$ cat src/rtl/map_latch_chr.sv
// CPU-written PRG/CHR-page mapper with CHR bank latched from PPU
// nametable fetches; all control paths sampled in the clk domain.
module map_latch_chr #(
  parameter int PRG_BITS       = 2,
  parameter int CHR_PAGE_BITS  = 1,
  parameter int CHR_LATCH_BITS = 2,
  parameter int LATCH_LSB      = 8,
  parameter int PA13_DLY       = 3,
  parameter bit BUS_CF         = 1'b0,
  parameter bit FIX_UPPER      = 1'b1,
  parameter logic [7:0] MAP_IDX = 8'd96
) (
  input  logic        clk,
  input  logic        rst_n,
  input  logic        cpu_m2,
  input  logic [15:0] cpu_addr,
  input  logic [7:0]  cpu_data,
  input  logic        cpu_rw,
  input  logic [7:0]  prg_do,
  input  logic [13:0] ppu_addr,
  input  logic        ppu_oe_n,
  input  logic        ppu_we_n,
  input  logic        mir_v,
  input  logic        sst_act,
  input  logic        sst_we,
  input  logic [7:0]  sst_addr,
  input  logic [7:0]  sst_dato,
  output logic [7:0]  sst_di,
  output logic        prg_ce,
  output logic [15+PRG_BITS-1:0] prg_addr,
  output logic [12+CHR_LATCH_BITS+CHR_PAGE_BITS-1:0] chr_addr,
  output logic        ciram_a10,
  output logic        ciram_ce
);

  localparam int CW = PRG_BITS + CHR_PAGE_BITS;
  localparam int LW = CHR_LATCH_BITS;

  if (CW > 8 || LW > 8 || PA13_DLY < 1) begin : g_bad_cfg
    $error("map_latch_chr: illegal parameter set");
  end

  logic [1:0]         m2_s_q;
  logic               m2_p_q;
  logic               a15_q;
  logic               rw_q;
  logic [CW-1:0]      wd_q;
  logic [PA13_DLY:0]  hist_q;
  logic [PRG_BITS-1:0]      prg_q, prg_d;
  logic [CHR_PAGE_BITS-1:0] page_q, page_d;
  logic [LW-1:0]            latch_q, latch_d;

  logic [7:0] wdata;
  logic       m2_fall;
  logic       pa13_rise;
  logic [LW-1:0] bank;
  logic       unused_ok;

  assign wdata     = BUS_CF ? (cpu_data & prg_do) : cpu_data;
  assign m2_fall   = m2_p_q & ~m2_s_q[1];
  assign pa13_rise = ~hist_q[PA13_DLY] & hist_q[PA13_DLY-1];
  assign unused_ok = ^{wdata, sst_dato};

  // M2 sync, bus sampling while M2 high, PA13 history
  always_ff @(posedge clk or negedge rst_n) begin
    if (!rst_n) begin
      m2_s_q <= '0;
      m2_p_q <= 1'b0;
      a15_q  <= 1'b0;
      rw_q   <= 1'b1;
      wd_q   <= '0;
      hist_q <= '1;
    end else begin
      m2_s_q <= {m2_s_q[0], cpu_m2};
      m2_p_q <= m2_s_q[1];
      if (m2_s_q[1]) begin
        a15_q <= cpu_addr[15];
        rw_q  <= cpu_rw;
        wd_q  <= wdata[CW-1:0];
      end
      hist_q <= {hist_q[PA13_DLY-1:0], ppu_addr[13]};
    end
  end

  // Mapper register updates; save-state writes win on collision
  always_comb begin
    prg_d   = prg_q;
    page_d  = page_q;
    latch_d = latch_q;
    if (!sst_act) begin
      if (m2_fall && a15_q && !rw_q)
        {page_d, prg_d} = wd_q;
      if (pa13_rise && !ppu_addr[12] && ppu_oe_n && ppu_we_n)
        latch_d = ppu_addr[LATCH_LSB +: LW];
    end
    if (sst_we) begin
      if (sst_addr == 8'd0)
        {page_d, prg_d} = sst_dato[CW-1:0];
      if (sst_addr == 8'd1)
        latch_d = sst_dato[LW-1:0];
    end
  end

  // Mapper register state
  always_ff @(posedge clk or negedge rst_n) begin
    if (!rst_n) begin
      prg_q   <= '0;
      page_q  <= '0;
      latch_q <= '0;
    end else begin
      prg_q   <= prg_d;
      page_q  <= page_d;
      latch_q <= latch_d;
    end
  end

  // Save-state readback
  always_comb begin
    sst_di = 8'hFF;
    unique case (sst_addr)
      8'd0:    sst_di = 8'({page_q, prg_q});
      8'd1:    sst_di = 8'(latch_q);
      8'd127:  sst_di = MAP_IDX;
      default: sst_di = 8'hFF;
    endcase
  end

  assign bank      = (FIX_UPPER && ppu_addr[12]) ? '1 : latch_q;
  assign prg_ce    = cpu_addr[15];
  assign prg_addr  = {prg_q, cpu_addr[14:0]};
  assign chr_addr  = {page_q, bank, ppu_addr[11:0]};
  assign ciram_a10 = mir_v ? ppu_addr[10] : ppu_addr[11];
  assign ciram_ce  = ~ppu_addr[13];

endmodule

$ cat config.mk
export PLATFORM = sky130hd
export DESIGN_NAME = map_latch_chr
export DESIGN_NICKNAME = d
export VERILOG_FILES = /design/src/rtl/map_latch_chr.sv
export SDC_FILE = /design/constraint.sdc
export NUM_CORES = 1
export LEC_CHECK = 0
export ABC_CLOCK_PERIOD_IN_PS = 2250
export BUFFER_PORTS_ARGS = -buffer_cell sky130_fd_sc_hd__buf_2
export CAP_MARGIN = 10
export CELL_PAD_IN_SITES_DETAIL_PLACEMENT = 0
export CELL_PAD_IN_SITES_GLOBAL_PLACEMENT = 1
export CORE_MARGIN = 3
export CORE_UTILIZATION = 22
export DETAILED_ROUTE_END_ITERATION = 12
export GPL_TIMING_DRIVEN = 0
export PLACE_DENSITY = 0.84
export SYNTH_ARGS = -nofsm -noshare
export SYNTH_HDL_FRONTEND = slang
export SYNTH_SLANG_ARGS = --single-unit
$ cat constraint.sdc
create_clock -name clk -period 2.25 [get_ports clk]
set_clock_uncertainty 0.15 [all_clocks]
set_input_delay 0.225 -clock clk [delete_from_list [all_inputs] [get_ports clk]]
set_output_delay 0.225 -clock clk [all_outputs]
set_load 0.01 [all_outputs]
======== After elaboration in Yosys (flattened, before gate mapping) ========
Cells that the tools add are included.
storage, ports and cells
  input port bits ......................... 71
  register bits after elaboration ......... 17
operators by class
  multiplexer cells ....................... 15
  equal/unequal tests ..................... 2
  reductions and logical operators ........ 8
  bitwise operators ....................... 5
operators with widths
  operator            count
  $pmux 8 s3          1
  $mux 2              9
  $eq 8x1->1 const B  1
  $eq 8x7->1 const B  1
  $logic_not 8->1     1
  $logic_and 1x1->1   5
  $mux 1              5
  $not 1->1           3
  $and 1x1->1         2
  $logic_not 1->1     2

======== Longest topological paths before layout ========
  word-level depth ........................ 9
  mapped depth ............................ 5

======== Worst setup path after synthesis ========
OpenSTA, ideal clock, no wires.
  path type ............................... input-to-reg
  start point ............................. input sst_addr[6]
  end point ............................... register page_q
  data arrival time ....................... 1.811 ns
  stages on the path ...................... 5
  required time ........................... 1.975 ns
  path buffers ............................ 1
  library setup time ...................... 0.125 ns
  path slack .............................. 0.164 ns
  cell sequence ........................... nor4_1 or4b_1 buf_2 or3b_4 mux2_4
on the way
  longest elaborated chain between the ends .. 3
ends and longest elaborated chain
  what                  RTL line  source
  from (decl)           26        input logic [7:0] sst_addr,
  $logic_not 8->1       97        if (sst_addr == 8'd0)
  $mux 1                97
  $mux 1                96        if (sst_we) begin
  via page_d            50        logic [CHR_PAGE_BITS-1:0] page_q, page_d;
  to (signal assigned)  112       page_q <= page_d;
  to (decl)             50
The timed path passes the listed nets, and every way through them passes these cells.
A chain may end at the register's enable or synchronous reset.

======== Final worst setup path ========
Same ends and word-level chain as after synthesis.

==> impl_metrics.yaml <==
clock_tree:
  cts.repair.resized: 0
  clk_path_buf_depth: 2
  numCtsBuffers: 3
  cts_root_buffer: "clkbuf_8"
  cts_setup_buffers: 0
  cts_tree: "done"
  clk_pin_slew_ns: 0.06
  cts_max_level: 1
  cts_hold_buf: 3
  worstSkewPairLatency_ns: 0.24
  cts.sinks: 17
grt:
  grt_pass1_wl_um: 3346
  antenna_found_initial: 0
  grt.total_usage: 0.07875
  grt_max_degree: 18
  grt-ovfl-total: 0
  grt_pass1_vias: 781
worst_setup_path:
  startpoint_type: "input pin"
  r2r_setup_slack_ns: 0.37
  crit_path_start: "sst_addr[6]"
  arrival_ns: 2.01
  timing.rr.end: "prg_q[1]"
  cp_max_fo: 7
  end_kind: "flip-flop"
  crit_end: "page_q"
  reg2regPathDepth: 5
  critPathRequiredTime_ns: 2.23
  rr_startpoint: "m2_s_q[1]"
  critPathKind: "input pin to flip-flop"
floorplan:
  io_pins: 114
  rows: 24
  fp.coreArea_mm2: 0.004414
  die_h_um: 74.25
  die_area_mm2: 0.005513
  initial_core_util: 0.2321
  die_x_um: 74.25
yosys:
  syn_area_mm2: 0.001025
  seq_area_frac_synth: 0.4212
  synth_cell_type_count: 23
  netlist.area_leader.share: 0.2930
  syn_nets: 161
  ys_ff_latch: 17
  synth_area_leader_cell: "dfrtp_1"
  synth.area.top_cells: "dfrtp_1, buf_4, mux2_2"
  syn-instance-count: 90
  avgSynthCellArea_um2: 11.39
  yosysWarnings: 0
layout:
  final_common_cell: "buf_2"
  final_cell_mix: "buf_2, buf_4, mux2_2, dfrtp_1, dfstp_2"
  antenna_cells: 0
  finalNetCount: 241
  syn_to_final_growth_pct: 48.84
  final_layout_size_suffix_gt1_frac: 0.7870
sta:
  rsz0062_at_grt: "no"
  fin_hold_ws_ns: 0.05946
  fmax_ghz: 0.4926
  hold_violations: 0
  setup_viol: 0
  tns_ns: 0
  slew_headroom: 0.7579
  slew_violations: 0
  fin_crit_sh: 0.9023
  period_needed_ns: 2.030
  tightest_slew_ns: 0.3632
place:
  dpl.hpwl_um: 2166
  port_buffers: 72
  routabilityCongestion: 0.6167
route:
  totalWireLength_um: 2474
  antenna_left: 0
  remaining_drc_errors: 0
  viasPerCell: 3.955
  drtIter0Drc: 6
  routedWlPerCell_um: 11.19
  drt-pass1-iter-count: 4
  vias: 874
power:
  p_sw_frac: 0.2510
  p_clk_frac: 0.254
  p_comb_frac: 0.304
  ir_drop_mv: 0.3705
  switching_power_w: 0.0002149
  p_seq_frac: 0.442
  pwr_density_cell_mw_per_mm2: 561.3
  cell_internal_pwr_w: 0.0006412
  p_leak_nw: 0.7848
status:
  outcome: "finished clean"
min_path:
  hold_path_class: "input pin to flip-flop"
flow_run:
  maxCapViolations: 0
-- cells by family (layout without fill, tap and decap cells) --
logic type	count (synthesis)	after routing	share of synthesized area
buffers and inverters	36	115	0.2503
flip-flops	17	17	0.4213
AO/OA/AOI/OAI	4	4	0.01953
multiplexers	18	18	0.2063
AND/OR/NAND/NOR	15	15	0.1026
-- worst min path at each step --
| stage | depth (start not counted) | start | endpoint | slack [ns] |
|---|---|---|---|---|
| 2_1_floorplan | 0 | rst_n | a15_q | -0.22 |
| 3_3_place_gp | 1 | rst_n | m2_s_q[0] | 0.007 |
| 3_5_place_dp | 1 | rst_n | m2_s_q[0] | 0.02 |
| 4_1_cts | 2 | cpu_rw | rw_q | 0.05 |
| 5_1_grt | 2 | cpu_rw | rw_q | 0.06 |
| 6_report | 2 | cpu_rw | rw_q | 0.06 |
-- power groups by stage --
stage / registers, W / clock network, W / logic, W
after floorplan: 0.000382 / 0 / 0.000156
after global placement: 0.000385 / 0 / 0.000256
after detailed placement: 0.000386 / 0 / 0.000261
after CTS: 0.000380 / 0.000228 / 0.000265
after global routing: 0.000386 / 0.000242 / 0.000289
final: 0.000378 / 0.000218 / 0.000260
-- sequential cells by signal (all words and copies together) (netlist names) --
register / count
a15_q: 1
hist_q: 4
latch_q: 2
m2_p_q: 1
m2_s_q: 2
page_q: 1
prg_q: 2
rw_q: 1
wd_q: 3
-- area by class of cell --
| class | instances | area, um^2 |
|---|---|---|
| clock buffers | 4 | 45.04 |
| fillers | 441 | 2889 |
| plain buffers | 34 | 249.0 |
| repair buffers | 75 | 390.4 |
| well taps | 52 | 65.06 |
| flip-flops and latches | 17 | 431.7 |
| inverters | 2 | 7.507 |
| multi-input cells | 37 | 336.6 |
-- metal layers --
layer  share of wire  track usage
met2            0.46       0.1467
met3            0.18      0.01892
met5               0            0
met4               0      0.02372
met1            0.36      0.08836
-- per-stage QoR --
step / cell area, um^2 / setup slack [ns] / util / instances / power [W]
final: 1525 / 0.2199 / 0.3455 / 221 / 0.0008560
after global routing: 1525 / 0.03131 / 0.3455 / 221 / 0.0009163
after CTS: 1525 / 0.1979 / 0.3455 / 221 / 0.0008738
after detailed placement: 1450 / -0.05374 / 0.3285 / 214 / 0.0006468
after global placement: 1450 / -0.03547 / 0.3285 / 214 / 0.0006411
after floorplan: 1025 / 0.1643 / - / 90 / 0.0005385
-- critical path: stages --
cell	delay (ns)
buf_2	0.10
nor4_1	0.32
or4b_1	0.45
buf_2	0.17
or3b_4	0.44
mux2_4	0.31
-- cell usage after synthesis, drive strengths merged --
master	count
mux2	16
and4	1
inv	2
buf	33
or2	2
nand2	2
o21ai	3
or3b	2
dfrtp	12
nor2	1
a21oi	1
mux2i	2
nor4	1
clkbuf	1
dfstp	5
nand4	1
or4b	1
nor4b	2
nand2b	1
nand3	1
Power figures use the tool's default switching activity.
